$ cat config.mk
export PLATFORM = sky130hd
export DESIGN_NAME = tls_monitor
export DESIGN_NICKNAME = d
export VERILOG_FILES = /design/src/rtl/tls_monitor.sv
export SDC_FILE = /design/constraint.sdc
export NUM_CORES = 1
export LEC_CHECK = 0
export BUFFER_PORTS_ARGS = -buffer_cell sky130_fd_sc_hd__clkbuf_2
export CELL_PAD_IN_SITES_DETAIL_PLACEMENT = 1
export CELL_PAD_IN_SITES_GLOBAL_PLACEMENT = 1
export CORE_MARGIN = 10
export CORE_UTILIZATION = 46
export DETAILED_ROUTE_END_ITERATION = 8
export PLACE_DENSITY = 0.81
export SLEW_MARGIN = 20
export SYNTH_ARGS = -nofsm -noshare
export SYNTH_HDL_FRONTEND = slang
export SYNTH_SLANG_ARGS = --single-unit
export TNS_END_PERCENT = 30
$ cat constraint.sdc
create_clock -name clk -period 4.4 [get_ports clk]
set_input_delay 0.88 -clock clk [delete_from_list [all_inputs] [get_ports clk]]
set_output_delay 0.88 -clock clk [all_outputs]
set_load 0.02 [all_outputs]
$ cat src/rtl/tls_monitor.sv
// Passive traffic-light bus monitor: tracks the lit phase and reports phase durations.
// It also counts G->Y->R->G cycles and jumps into red, and flags illegal lamp patterns.
module tls_monitor #(
  parameter int CW = 8,
  parameter int NW = 16
) (
  input  logic          clk,
  input  logic          reset,
  input  logic          clr,
  input  logic          g_in,
  input  logic          y_in,
  input  logic          r_in,
  output logic [1:0]    cur_phase,
  output logic          dur_valid,
  output logic [1:0]    dur_phase,
  output logic [CW-1:0] dur_val,
  output logic          dur_sat,
  output logic [NW-1:0] cycles,
  output logic [NW-1:0] jumps,
  output logic          err_multi,
  output logic          err_dark
);

  localparam logic [1:0] IDLE = 2'd0;
  localparam logic [1:0] PG   = 2'd1;
  localparam logic [1:0] PY   = 2'd2;
  localparam logic [1:0] PR   = 2'd3;

  localparam logic [CW-1:0] CNT_MAX = {CW{1'b1}};
  localparam logic [CW-1:0] CNT_ONE = {{(CW-1){1'b0}}, 1'b1};
  localparam logic [NW-1:0] NW_ONE  = {{(NW-1){1'b0}}, 1'b1};

  logic [1:0]    state_r, state_s;
  logic [CW-1:0] cnt_r, cnt_s;
  logic          sat_r, sat_s;
  logic [1:0]    seq_r, seq_s;
  logic [2:0]    lamps_s;
  logic [1:0]    samp_ph_s;
  logic          samp_dark_s;
  logic          enter_s, report_s, cyc_inc_s, jmp_inc_s, set_multi_s, set_dark_s;

  assign lamps_s   = {g_in, y_in, r_in};
  assign cur_phase = state_r;

  // Classify the lamp sample; samp_ph_s is zero for DARK and MULTI.
  always_comb begin
    samp_ph_s   = IDLE;
    samp_dark_s = 1'b0;
    case (lamps_s)
      3'b100:  samp_ph_s   = PG;
      3'b010:  samp_ph_s   = PY;
      3'b001:  samp_ph_s   = PR;
      3'b000:  samp_dark_s = 1'b1;
      default: samp_ph_s   = IDLE;
    endcase
  end

  // Phase FSM, duration counter and G->Y->R->G sequence tracking.
  always_comb begin
    state_s     = state_r;
    cnt_s       = cnt_r;
    sat_s       = sat_r;
    seq_s       = seq_r;
    enter_s     = 1'b0;
    report_s    = 1'b0;
    cyc_inc_s   = 1'b0;
    jmp_inc_s   = 1'b0;
    set_multi_s = 1'b0;
    set_dark_s  = 1'b0;
    if (state_r == IDLE) begin
      if (samp_ph_s != IDLE) begin
        enter_s = 1'b1;
      end else begin
        set_multi_s = ~samp_dark_s;
      end
    end else if (samp_ph_s == state_r) begin
      if (cnt_r != CNT_MAX) begin
        cnt_s = cnt_r + CNT_ONE;
      end else begin
        cnt_s = cnt_r;
      end
      sat_s = sat_r | (cnt_s == CNT_MAX);
    end else if (samp_ph_s != IDLE) begin
      report_s = 1'b1;
      enter_s  = 1'b1;
    end else if (samp_dark_s) begin
      set_dark_s = 1'b1;
    end else begin
      set_multi_s = 1'b1;
    end

    // A faulty sample while lit holds state, count and seq untouched.
    if (enter_s) begin
      state_s = samp_ph_s;
      cnt_s   = CNT_ONE;
      sat_s   = 1'b0;
      case (samp_ph_s)
        PG: begin
          cyc_inc_s = (state_r == PR) && (seq_r == 2'd3);
          seq_s     = 2'd1;
        end
        PY: seq_s = ((state_r == PG) && (seq_r == 2'd1)) ? 2'd2 : 2'd0;
        PR: begin
          seq_s     = ((state_r == PY) && (seq_r == 2'd2)) ? 2'd3 : 2'd0;
          jmp_inc_s = (state_r != PY);
        end
        default: seq_s = 2'd0;
      endcase
    end else begin
      seq_s = seq_r;
    end
  end

  // State and output registers; clr overrides counter increments and error sets.
  always_ff @(posedge clk or posedge reset) begin
    if (reset) begin
      state_r   <= IDLE;
      cnt_r     <= '0;
      sat_r     <= 1'b0;
      seq_r     <= 2'd0;
      dur_valid <= 1'b0;
      dur_phase <= 2'd0;
      dur_val   <= '0;
      dur_sat   <= 1'b0;
      cycles    <= '0;
      jumps     <= '0;
      err_multi <= 1'b0;
      err_dark  <= 1'b0;
    end else begin
      state_r   <= state_s;
      cnt_r     <= cnt_s;
      sat_r     <= sat_s;
      seq_r     <= seq_s;
      dur_valid <= report_s;
      if (report_s) begin
        dur_phase <= state_r;
        dur_val   <= cnt_r;
        dur_sat   <= sat_r;
      end else begin
        dur_phase <= dur_phase;
        dur_val   <= dur_val;
        dur_sat   <= dur_sat;
      end
      if (clr) begin
        cycles    <= '0;
        jumps     <= '0;
        err_multi <= 1'b0;
        err_dark  <= 1'b0;
      end else begin
        cycles    <= cyc_inc_s ? cycles + NW_ONE : cycles;
        jumps     <= jmp_inc_s ? jumps + NW_ONE : jumps;
        err_multi <= err_multi | set_multi_s;
        err_dark  <= err_dark | set_dark_s;
      end
    end
  end

endmodule

Word-level counts from Yosys, hierarchy flattened:

Index checks and enable logic that the tools add are counted.

* flip-flop bits (word level): 59
* input port bits: 6
* output and inout port bits: 48
* logic and storage cells: 83

* $add $sub $neg: 3
* equal/unequal tests: 17
* mux-type cells: 37
* bitwise gates (word level): 4
* reduce and logical (&&, ||, !) cells: 10

Operators by type and width (number)
* 16-bit 2-to-1 mux: 4
* 8-bit 2-to-1 mux: 6
* 16-bit by 1-bit adder with 16-bit output, second input constant: 2
* 1-bit 2-to-1 mux: 23
* 2-bit equality test, second input constant: 6
* 2-bit case mux with 3 select lines: 2
* 8-bit by 1-bit adder with 8-bit output, second input constant: 1
* 8-bit equality test, second input constant: 1
* 8-bit inequality test, second input constant: 1
* 2-bit nonzero test: 4
* 2-bit by 1-bit equality test with 1-bit output, second input constant: 3
* 2-bit 2-to-1 mux: 2
* 2-bit inequality test, second input constant: 2
* 3-bit by 1-bit equality test with 1-bit output, second input constant: 1
* 3-bit by 2-bit equality test with 1-bit output, second input constant: 1
* 3-bit equality test, second input constant: 1
* 1-bit logical AND: 3
* 3-bit logical NOT: 1
* 1-bit bitwise OR: 3
* 2-bit equality test: 1
* 2-bit logical NOT: 1
* 2-bit AND reduction: 1
* 1-bit inverter: 1

Logic depth before layout (Yosys ltp):

Gate-level depths: netlist of the first run.

* word-level depth: 10
* depth in mapped cells: 7
* mapped depth without buffers: 6

Worst setup path after synthesis of the first run:

No wires, ideal clock.

* path type: input -> register
* start: input port r_in
* end: register sat_r
* setup time: 75 ps
* data arrival time: 2364 ps
* required time: 4325 ps
* slack: 1961 ps
* stages on the path: 6
* path buffers: 1
* cells stage by stage: buf_6 -> or2_1 -> mux2_4 -> a211o_1 -> or4_4 -> a21oi_2

* longest elaborated chain between the ends: 8
* elaborated cells between the ends (all ways): 13
* classes of those cells: 5 x eq/ne; 5 x mux; 3 x reduce/logical

RTL lines
* from (decl): RTL line 12 `input logic r_in,`
* 3-bit by 1-bit equality test with 1-bit output (tied with other cells): RTL line 49 `case (lamps_s)`
* 2-bit case mux with 3 select lines (*): RTL line 49
* 2-bit nonzero test: RTL line 71, 83
* 1-bit 2-to-1 mux: RTL line 71, 83
* 1-bit 2-to-1 mux: RTL line 76 `end else if (samp_ph_s == state_r) begin`
* 1-bit 2-to-1 mux: RTL line 70 `if (state_r == IDLE) begin`
* 2-bit inequality test (no source line) / 2-bit nonzero test (equally long branches)
* 2-bit AND reduction (no source line)
* to (signal assigned): RTL line 132 `sat_r <= sat_s;`
* to (decl): RTL line 35 `logic sat_r, sat_s;`

Every way passes the cells marked *; elsewhere a longest branch is shown, timed or not.
A chain may end at the register's enable or synchronous reset.

Worst setup path in the final report of the first run:

* start: input port r_in
* end: register dur_val[6]

* longest elaborated chain between the ends: 6
* elaborated cells between the ends (all ways): 9
* classes of those cells: 4 x eq/ne; 4 x mux; 1 x reduce/logical

RTL lines
* 3-bit by 1-bit equality test with 1-bit output (tied with other cells): RTL line 49
* 2-bit case mux with 3 select lines (*): RTL line 49
* 2-bit nonzero test: RTL line 83 `end else if (samp_ph_s != IDLE) begin`
* 1-bit 2-to-1 mux: RTL line 83
* 1-bit 2-to-1 mux (*): RTL line 76
* 1-bit 2-to-1 mux (*): RTL line 70
* to (signal assigned): RTL line 137 `dur_val <= cnt_r;`
* to (signal assigned): RTL line 141 `dur_val <= dur_val;`
* to (decl): RTL line 16 `output logic [CW-1:0] dur_val,`

Marks and branches as above.

==> flow_summary.json, run 1 <==
{
  "cpLargestDelayFamily": "simple AND/OR/NAND/NOR gates",
  "syn_inst": 312,
  "min_from": "dur_sat",
  "grt_max_degree": 37,
  "worstHoldPathCells": 1,
  "grt_pass1_vias": 2575,
  "port_buffers": 53,
  "cts_made_buffers": 9,
  "root_buffer": "clkbuf_8",
  "path_class": "in -> reg",
  "worst_ep_required_time_ns": 4.63,
  "die_w_um": 102,
  "drc": 0,
  "num_io_pins": 54,
  "clkSinkCount": 59,
  "worstHoldEndpoint": "dur_sat",
  "drtIter0Drc": 82,
  "grt_first_pass_wirelength_um": 13200,
  "cts_resized": 0,
  "cts.htree.levels": 3,
  "vias": 2494,
  "grt_use_met3_pct": 4.56,
  "fin_skew_ns": 0.0116,
  "slew_violations": 0,
  "place.gp.congestion": 0.851,
  "yosys_most_used_dff": "dfrtp_1",
  "antennaDiodeCount": 0,
  "wl_um": 7970,
  "status": "finished clean",
  "tns_ns": 0,
  "num_rows": 29,
  "worstMarginPinSlew_ns": 0.797,
  "regToRegStartpoint": "cnt_r[0]",
  "cpPeakStageDelay_ns": 0.48,
  "synth.avg_cell_area_um2": 9.83,
  "initial_core_util_pct": 47.7,
  "synthArstFlopShare_pct": 100,
  "drv_cap": 0,
  "worstSetupEndpointType": "flip-flop",
  "rsz0062_at_grt": "false",
  "fin_ws_ns": 1.91,
  "cp-start-kind": "input port",
  "dp_hpwl_um": 5660,
  "power.density_nw_per_um2": 367,
  "path_buf_inv": 1,
  "vdd_drop_max_v": 0.000250,
  "hold_class": "reg -> reg",
  "die-area_um2": 10300,
  "leakagePower_nw": 1.62,
  "rrSetupSlack_ns": 2.16,
  "ys_ff_latch": 59,
  "setup_viol": 0,
  "arrival_ns": 2.72,
  "coreArea_um2": 6420,
  "clockBufferDepth": 2,
  "viasPerCell": 5.60,
  "clock_latency_ns": 0.34,
  "track_usage_pct": 16.0,
  "path_cells": "clkbuf_2 -> nor2b_1 -> mux2i_1 -> o211ai_2 -> and2_1 -> mux2_2",
  "antenna_found_initial": 0,
  "rr_worst_depth": 6,
  "gr-max-usage-layer": "met2",
  "ys.warnings.count": 0,
  "use_met1_pct": 19.6,
  "drt_first_pass_iters": 4,
  "slew_headroom_pct": 46.8,
  "critical-path-slowest-cell": "and2_1",
  "ys_seq_area_share_pct": 48.2,
  "synthToLayoutAreaGrowth_pct": 16.4,
  "max_freq_ghz": 0.401,
  "synth_edf_count": 0,
  "path_clk_slew_ns": 0.07,
  "dp_slack_ns": 1.54,
  "crit_path_max_fanout": 11,
  "period_minus_slack_ns": 2.49,
  "die_h_um": 102,
  "timing.final.crit_share_pct": 56.7,
  "synth_nets": 321,
  "drive_gt1_share_pct": 25.0,
  "final_hold_viol_count": 0,
  "ys_types": 54,
  "overflow": 0,
  "wire_per_inst_um": 17.9,
  "syn_area_um2": 3070,
  "postCtsSetupBuffers": 0,
  "cts_tree": "done",
  "grt_use_met2_pct": 26.2,
  "rr_endpoint": "sat_r",
  "nets": 372,
  "ant_nets": 0,
  "hold_buffers": 0
}
[cells by family after synthesis]
| family | after synthesis | share of synthesized area (%) |
|---|---|---|
| flops | 59 | 48.2 |
| compound gates | 55 | 11.3 |
| simple gates | 124 | 21.6 |
| mux | 15 | 5.47 |
| buf+inv | 29 | 4.49 |
| fa+ha+maj | 3 | 1.22 |
| xor+xnor | 27 | 7.71 |
[registers in the layout, indices dropped and copies added, names as in the netlist, 2 cells and up]
register and flops:
dur_val 8, dur_phase 2, jumps 16, cycles 16, cur_phase 2, cnt_r 8, seq_r 2
[stage by stage]
step	utilization (%)	power (mW)	std cells	cell area (um^2)	hold WS [ns]
finish	55.6	1.31	445	3570	0.490
global route	55.6	1.37	445	3570	0.527
CTS	55.6	1.32	445	3570	0.496
detailed placement	52.3	0.793	429	3360	0.482
global placement	52.3	0.786	429	3360	0.470
floorplan	-	0.735	312	3070	0.464
[routing by layer]
| layer | share of wire [%] | up-vias |
|---|---|---|
| met5 | 0 | - |
| met2 | 48 | 46 |
| met1 | 46 | 1241 |
| met4 | 1.4 | 0 |
| met3 | 4.5 | 10 |
| li1 | - | 1197 |
[placed cells by master (no fill, tap or decap), types with 2 or more instances in the layout]
cell type  count
o31ai_1        2
and4_1         2
inv_1         13
buf_4          2
ha_1           3
a22o_1         2
mux2_1         2
o21ai_0       12
a21oi_1       20
and3_1         6
clkbuf_2      53
nor2b_1        4
a31oi_1        6
clkbuf_8      12
mux2i_1        4
nor3_1        12
xnor2_1       20
mux2_2         8
nor2_1        36
nand2b_1       2
nand2_1       19
nand4_1        6
and2_1         4
nand3_1       12
a41oi_1        2
clkinv_2       2
dfrtp_1       59
or3_1          8
xor2_1         7
[layout make-up]
type,instances,area (um^2)
Fill cell,759,2850
Sequential cell,59,1480
Multi-Input combinational cell,224,1450
Timing Repair Buffer,55,280
Clock buffer,12,165
Tap cell,77,96.3
Inverter,14,52.6
Clock inverter,4,47.5
[worst max-delay path by stage]
stage            endpoint  depth (start not counted)  startpoint  slack, ns
2_1_floorplan       sat_r                          6        r_in       1.96
3_3_place_gp   dur_val[7]                          6        g_in       1.64
3_5_place_dp   dur_val[3]                          6        r_in       1.54
4_1_cts        dur_val[0]                          6        r_in       1.90
5_1_grt        dur_val[0]                          6        r_in       1.74
6_report       dur_val[6]                          6        r_in       1.91
[cells in the mapped netlist, types with 6 or more instances]
| master | count | area, um^2 |
|---|---|---|
| dfrtp_1 | 59 | 1480 |
| nor2_1 | 36 | 135 |
| a21oi_1 | 20 | 100 |
| xnor2_1 | 20 | 175 |
| nand2_1 | 19 | 71.3 |
| inv_1 | 14 | 52.6 |
| nand3_1 | 12 | 60.1 |
| nor3_1 | 12 | 60.1 |
| o21ai_0 | 12 | 60.1 |
| mux2_2 | 8 | 90.1 |
| or3_1 | 8 | 50.1 |
| xor2_1 | 7 | 61.3 |
| a31oi_1 | 6 | 37.5 |
| and3_1 | 6 | 37.5 |
| clkbuf_1 | 6 | 22.5 |
| nand4_1 | 6 | 37.5 |
[where the power goes]
part	internal [mW]	total, mW	switching, mW	leakage [nW]
combinational	0.0642	0.175	0.111	0.711
clock	0.306	0.531	0.225	0.108
sequential	0.572	0.603	0.0303	0.803
total	0.943	1.31	0.367	1.62
Power figures use the tool's default switching activity.
==> run 2: changes to the inputs <==
--- a/config.mk
+++ b/config.mk
@@ -9,9 +9,9 @@
 export CELL_PAD_IN_SITES_DETAIL_PLACEMENT = 1
 export CELL_PAD_IN_SITES_GLOBAL_PLACEMENT = 1
 export CORE_MARGIN = 10
-export CORE_UTILIZATION = 46
+export CORE_UTILIZATION = 43
 export DETAILED_ROUTE_END_ITERATION = 8
-export PLACE_DENSITY = 0.81
+export PLACE_DENSITY = 0.77
 export SLEW_MARGIN = 20
 export SYNTH_ARGS = -nofsm -noshare
 export SYNTH_HDL_FRONTEND = slang
==> constraint.sdc (replaced) <==
create_clock -name clk -period 2.3 [get_ports clk]
set_input_delay 0.46 -clock clk [delete_from_list [all_inputs] [get_ports clk]]
set_output_delay 0.46 -clock clk [all_outputs]
set_load 0.02 [all_outputs]
==> run 2 against run 1 <==
Non-clock buffer count increased by 11; die area increased by 5.6%; clock skew decreased by 0.0029 ns; global-route usage decreased by 1.0 points; clock-buffer cell count unchanged; register-to-register slack got worse by 2.0 ns; utilization decreased by 1.9 points; design area increased by 3.3%; critical path type is now reg -> reg; sequential share of layout area decreased by 1.3 points; worst setup slack got worse by 1.8 ns; first-iteration DRC count decreased by 3.7%; power increased by 94%.
==> flow_summary.json, run 2 (same netlist as run 1, synthesis figures left out) <==
{
  "clock_latency_ns": 0.34,
  "path_clk_slew_ns": 0.07,
  "status": "finished clean",
  "synthToLayoutAreaGrowth_pct": 20.3,
  "reg_top3": "cycles: 16 flops, jumps: 16 flops",
  "clkSinkCount": 59,
  "arrival_ns": 2.46,
  "startpoint": "cnt_r[1]",
  "wl_um": 7970,
  "wire_per_inst_um": 16.8,
  "cpPeakStageDelay_ns": 0.51,
  "dp.cells": 459,
  "cts_made_buffers": 9,
  "timing.final.crit_share_pct": 94.6,
  "worstMarginPinSlew_ns": 0.716,
  "num_rows": 30,
  "ant_nets": 0,
  "finalInstanceArea_um2": 3690,
  "tns_ns": 0,
  "drtIter0Drc": 79,
  "die_w_um": 104,
  "coreArea_um2": 6870,
  "antennaDiodeCount": 0,
  "path_class": "reg -> reg",
  "root_buffer": "clkbuf_8",
  "hold_class": "in -> async",
  "fin_cells": 475,
  "worstSetupEndpointType": "flip-flop",
  "port_buffers": 53,
  "cts.htree.levels": 3,
  "grt_pass1_vias": 2663,
  "path_buf_inv": 0,
  "drv_cap": 0,
  "final_hold_viol_count": 0,
  "vias": 2557,
  "place.gp.congestion": 0.849,
  "initial_core_util_pct": 44.6,
  "drc": 0,
  "cpLargestDelayFamily": "simple AND/OR/NAND/NOR gates",
  "drt_first_pass_iters": 4,
  "setup_viol": 0,
  "hold_ws_ns": 0.149,
  "die-area_um2": 10900,
  "rrSetupSlack_ns": 0.12,
  "hold_buffers": 0,
  "drive_gt1_share_pct": 27.2,
  "dp_hpwl_um": 5700,
  "fill_cells": 798,
  "cp.depth": 6,
  "slew_violations": 0,
  "critical-path-slowest-cell": "or4_4",
  "track_usage_pct": 15.0,
  "rr_worst_depth": 6,
  "cts_tree": "done",
  "period_minus_slack_ns": 2.18,
  "nets": 383,
  "grt_first_pass_wirelength_um": 13400,
  "num_io_pins": 54,
  "cts_resized": 0,
  "crit_path_max_fanout": 8,
  "overflow": 0,
  "fin_skew_ns": 0.00867,
  "final_cell_mix": "dfrtp_1, clkbuf_2, nor2_1",
  "worst_ep_required_time_ns": 2.58,
  "regToRegStartpoint": "cnt_r[1]",
  "vdd_drop_max_v": 0.000325,
  "grt_max_degree": 60,
  "power.density_nw_per_um2": 689,
  "cp-start-kind": "flip-flop",
  "placed_area_um2": 3480,
  "max_freq_ghz": 0.460,
  "rr_endpoint": "sat_r",
  "die_h_um": 104,
  "postCtsSetupBuffers": 0,
  "layout_commonest_cell": "dfrtp_1",
  "antenna_found_initial": 0,
  "rsz0062_at_grt": "false",
  "clockBufferDepth": 2,
  "slew_headroom_pct": 52.3,
  "leakagePower_nw": 1.68,
  "viasPerCell": 5.38,
  "path_cells": "ha_1 -> nand2_1 -> o21a_1 -> a211o_1 -> or4_4 -> a21oi_2"
}
[run 2: worst max-delay path by stage]
stage	endpoint	slack [ns]
after global placement	sat_r	0.18
after global routing	sat_r	0.005
final	sat_r	0.12
after detailed placement	sat_r	0.16
after floorplan	sat_r	0.27
after CTS	sat_r	0.13
[run 2: power by group]
group          switching, mW  total (mW)  internal (mW)
combinational          0.237       0.385          0.148
sequential            0.0447        1.14           1.10
clock                  0.430        1.02          0.585
[run 2: area by class of cell]
class | count | area, um^2 | area share (%)
Multi-Input combinational cell | 224 | 1450 | 39.3
Sequential cell | 59 | 1480 | 40.0
Inverter | 14 | 52.6 | 1.42
Clock buffer | 12 | 165 | 4.48
Clock inverter | 4 | 47.5 | 1.29
Timing Repair Buffer | 66 | 375 | 10.2
Tap cell | 96 | 120 | 3.26
[run 2: tightest hold or removal path: cells and delay by family]
family | cells | cell delay [ns]
buffers and inverters | 3 | 0.43
[run 2: metrics by stage]
step | power [mW] | util [%] | setup WS (ns)
final | 2.54 | 53.7 | 0.125
after global routing | 2.67 | 53.7 | 0.00495
after CTS | 2.57 | 53.7 | 0.135
after detailed placement | 1.55 | 50.6 | 0.159
after global placement | 1.53 | 50.6 | 0.184
after floorplan | 1.41 | - | 0.275
[run 2: routing by layer]
layer | share of wire [%] | vias to the layer above | GRT usage [%]
li1 | - | 1219 | -
met1 | 43 | 1290 | 16.6
met2 | 52 | 40 | 26.2
met3 | 4.4 | 8 | 4.96
met4 | 1.1 | 0 | 4.87
met5 | 0 | - | 0
==> run 3: changes to the inputs <==
--- a/config.mk
+++ b/config.mk
@@ -12,6 +12,7 @@
 export CORE_UTILIZATION = 43
 export DETAILED_ROUTE_END_ITERATION = 8
 export PLACE_DENSITY = 0.77
+export REMOVE_ABC_BUFFERS = 1
 export SLEW_MARGIN = 20
 export SYNTH_ARGS = -nofsm -noshare
 export SYNTH_HDL_FRONTEND = slang
==> run 3 against run 2 <==
Worst hold slack worse by 0.014 ns; first-iteration DRC count is 14% lower; design area is 0.92% lower; die area stayed put; clock-buffer cell count is 1 higher; largest cell class unchanged; highest routed layer unchanged; sequential power hardly changed; combinational power is 2% lower; clock power is 8% lower.
==> flow_summary.json, run 3 (same netlist as run 1, synthesis figures left out) <==
{
  "clock_latency_ns": 0.33,
  "setup_viol": 0,
  "rrSetupSlack_ns": 0.24,
  "rsz0062_at_grt": "false",
  "overflow": 0,
  "die_w_um": 104,
  "rr_endpoint": "sat_r",
  "grt_pass1_vias": 2664,
  "arrival_ns": 2.32,
  "initial_core_util_pct": 44.6,
  "postCtsSetupBuffers": 0,
  "fill_cells": 817,
  "rr_worst_depth": 6,
  "hold_class": "in -> async",
  "clkSinkCount": 59,
  "place.gp.congestion": 0.882,
  "final_hold_viol_count": 0,
  "cts_tree": "done",
  "layout_commonest_cell": "dfrtp_1",
  "slew_headroom_pct": 53.3,
  "status": "finished clean",
  "grt_first_pass_wirelength_um": 13200,
  "worstSetupEndpointType": "flip-flop",
  "path_clk_slew_ns": 0.07,
  "port_buffers": 53,
  "fin_skew_ns": 0.00939,
  "timing.final.crit_share_pct": 89.4,
  "antennaDiodeCount": 0,
  "cts.htree.levels": 3,
  "wire_per_inst_um": 16.2,
  "drt_first_pass_iters": 4,
  "reg_top3": "cycles: 16 flops, jumps: 16 flops",
  "crit_path_max_fanout": 8,
  "die_h_um": 104,
  "nets": 381,
  "register_area_um2": 1480,
  "final_cell_mix": "dfrtp_1, clkbuf_2, nor2_1",
  "leakagePower_nw": 1.66,
  "wl_um": 7630,
  "grt_max_degree": 38,
  "dp_hpwl_um": 5650,
  "cts_resized": 0,
  "synthToLayoutAreaGrowth_pct": 19.2,
  "vdd_drop_max_v": 0.000382,
  "hold_buffers": 0,
  "viasPerCell": 5.32,
  "placed_area_um2": 3460,
  "slew_violations": 0,
  "vias": 2510,
  "cp-start-kind": "flip-flop",
  "cts_made_buffers": 9,
  "finalInstanceArea_um2": 3650,
  "track_usage_pct": 14.3,
  "power_mw": 2.46,
  "drc": 0,
  "root_buffer": "clkbuf_8",
  "ant_nets": 0,
  "antenna_found_initial": 0,
  "drive_gt1_share_pct": 26.1,
  "drtIter0Drc": 68,
  "max_freq_ghz": 0.486,
  "drv_cap": 0,
  "startpoint": "cnt_r[1]",
  "power.density_nw_per_um2": 672,
  "coreArea_um2": 6870,
  "worst_ep_required_time_ns": 2.56,
  "die-area_um2": 10900,
  "finalCoreUtilization_pct": 53.2,
  "num_rows": 30,
  "worstMarginPinSlew_ns": 0.701,
  "clockBufferDepth": 2,
  "regToRegStartpoint": "cnt_r[1]",
  "hold_ws_ns": 0.134,
  "path_class": "reg -> reg",
  "num_io_pins": 54,
  "period_minus_slack_ns": 2.06,
  "multi_input_area_um2": 1450,
  "tns_ns": 0
}
## run 3: area by class of cell
cell class | count | area share [%]
multi-input combinational | 224 | 39.7
tap | 96 | 3.29
sequential | 59 | 40.4
clock inverter | 2 | 0.959
timing repair buffer | 64 | 9.86
inverter | 14 | 1.44
clock buffer | 13 | 4.35
## run 3: critical path, cell delays in order, from the launching register on
cell,delay (ns)
dfrtp_1,0.39
ha_1,0.33
nand2_1,0.13
o21a_1,0.22
a211o_1,0.26
or4_4,0.52
a21oi_2,0.14
## run 3: power breakdown
| part | total (mW) | internal [mW] | switching (mW) |
|---|---|---|---|
| clock network | 0.943 | 0.553 | 0.390 |
| registers | 1.14 | 1.10 | 0.0410 |
| logic | 0.377 | 0.146 | 0.231 |
| total | 2.46 | 1.79 | 0.662 |
## run 3: metrics by stage
step	std cells	worst slack, ns
after global placement	457	0.166
after CTS	472	0.240
after global routing	472	0.119
after floorplan	297	0.281
final	472	0.243
after detailed placement	457	0.103
## run 3: worst max-delay path by stage
stage,endpoint,slack [ns]
floorplan,cnt_r[4],0.28
global placement,sat_r,0.17
detailed placement,sat_r,0.10
CTS,sat_r,0.24
global route,sat_r,0.12
finish,sat_r,0.24
## run 3: per-layer routing
layer | wire length [um] | global-route usage (%)
met5 | 0 | 0
met3 | 326 | 3.72
met1 | 3450 | 17.4
met4 | 92 | 4.17
met2 | 3760 | 24.1
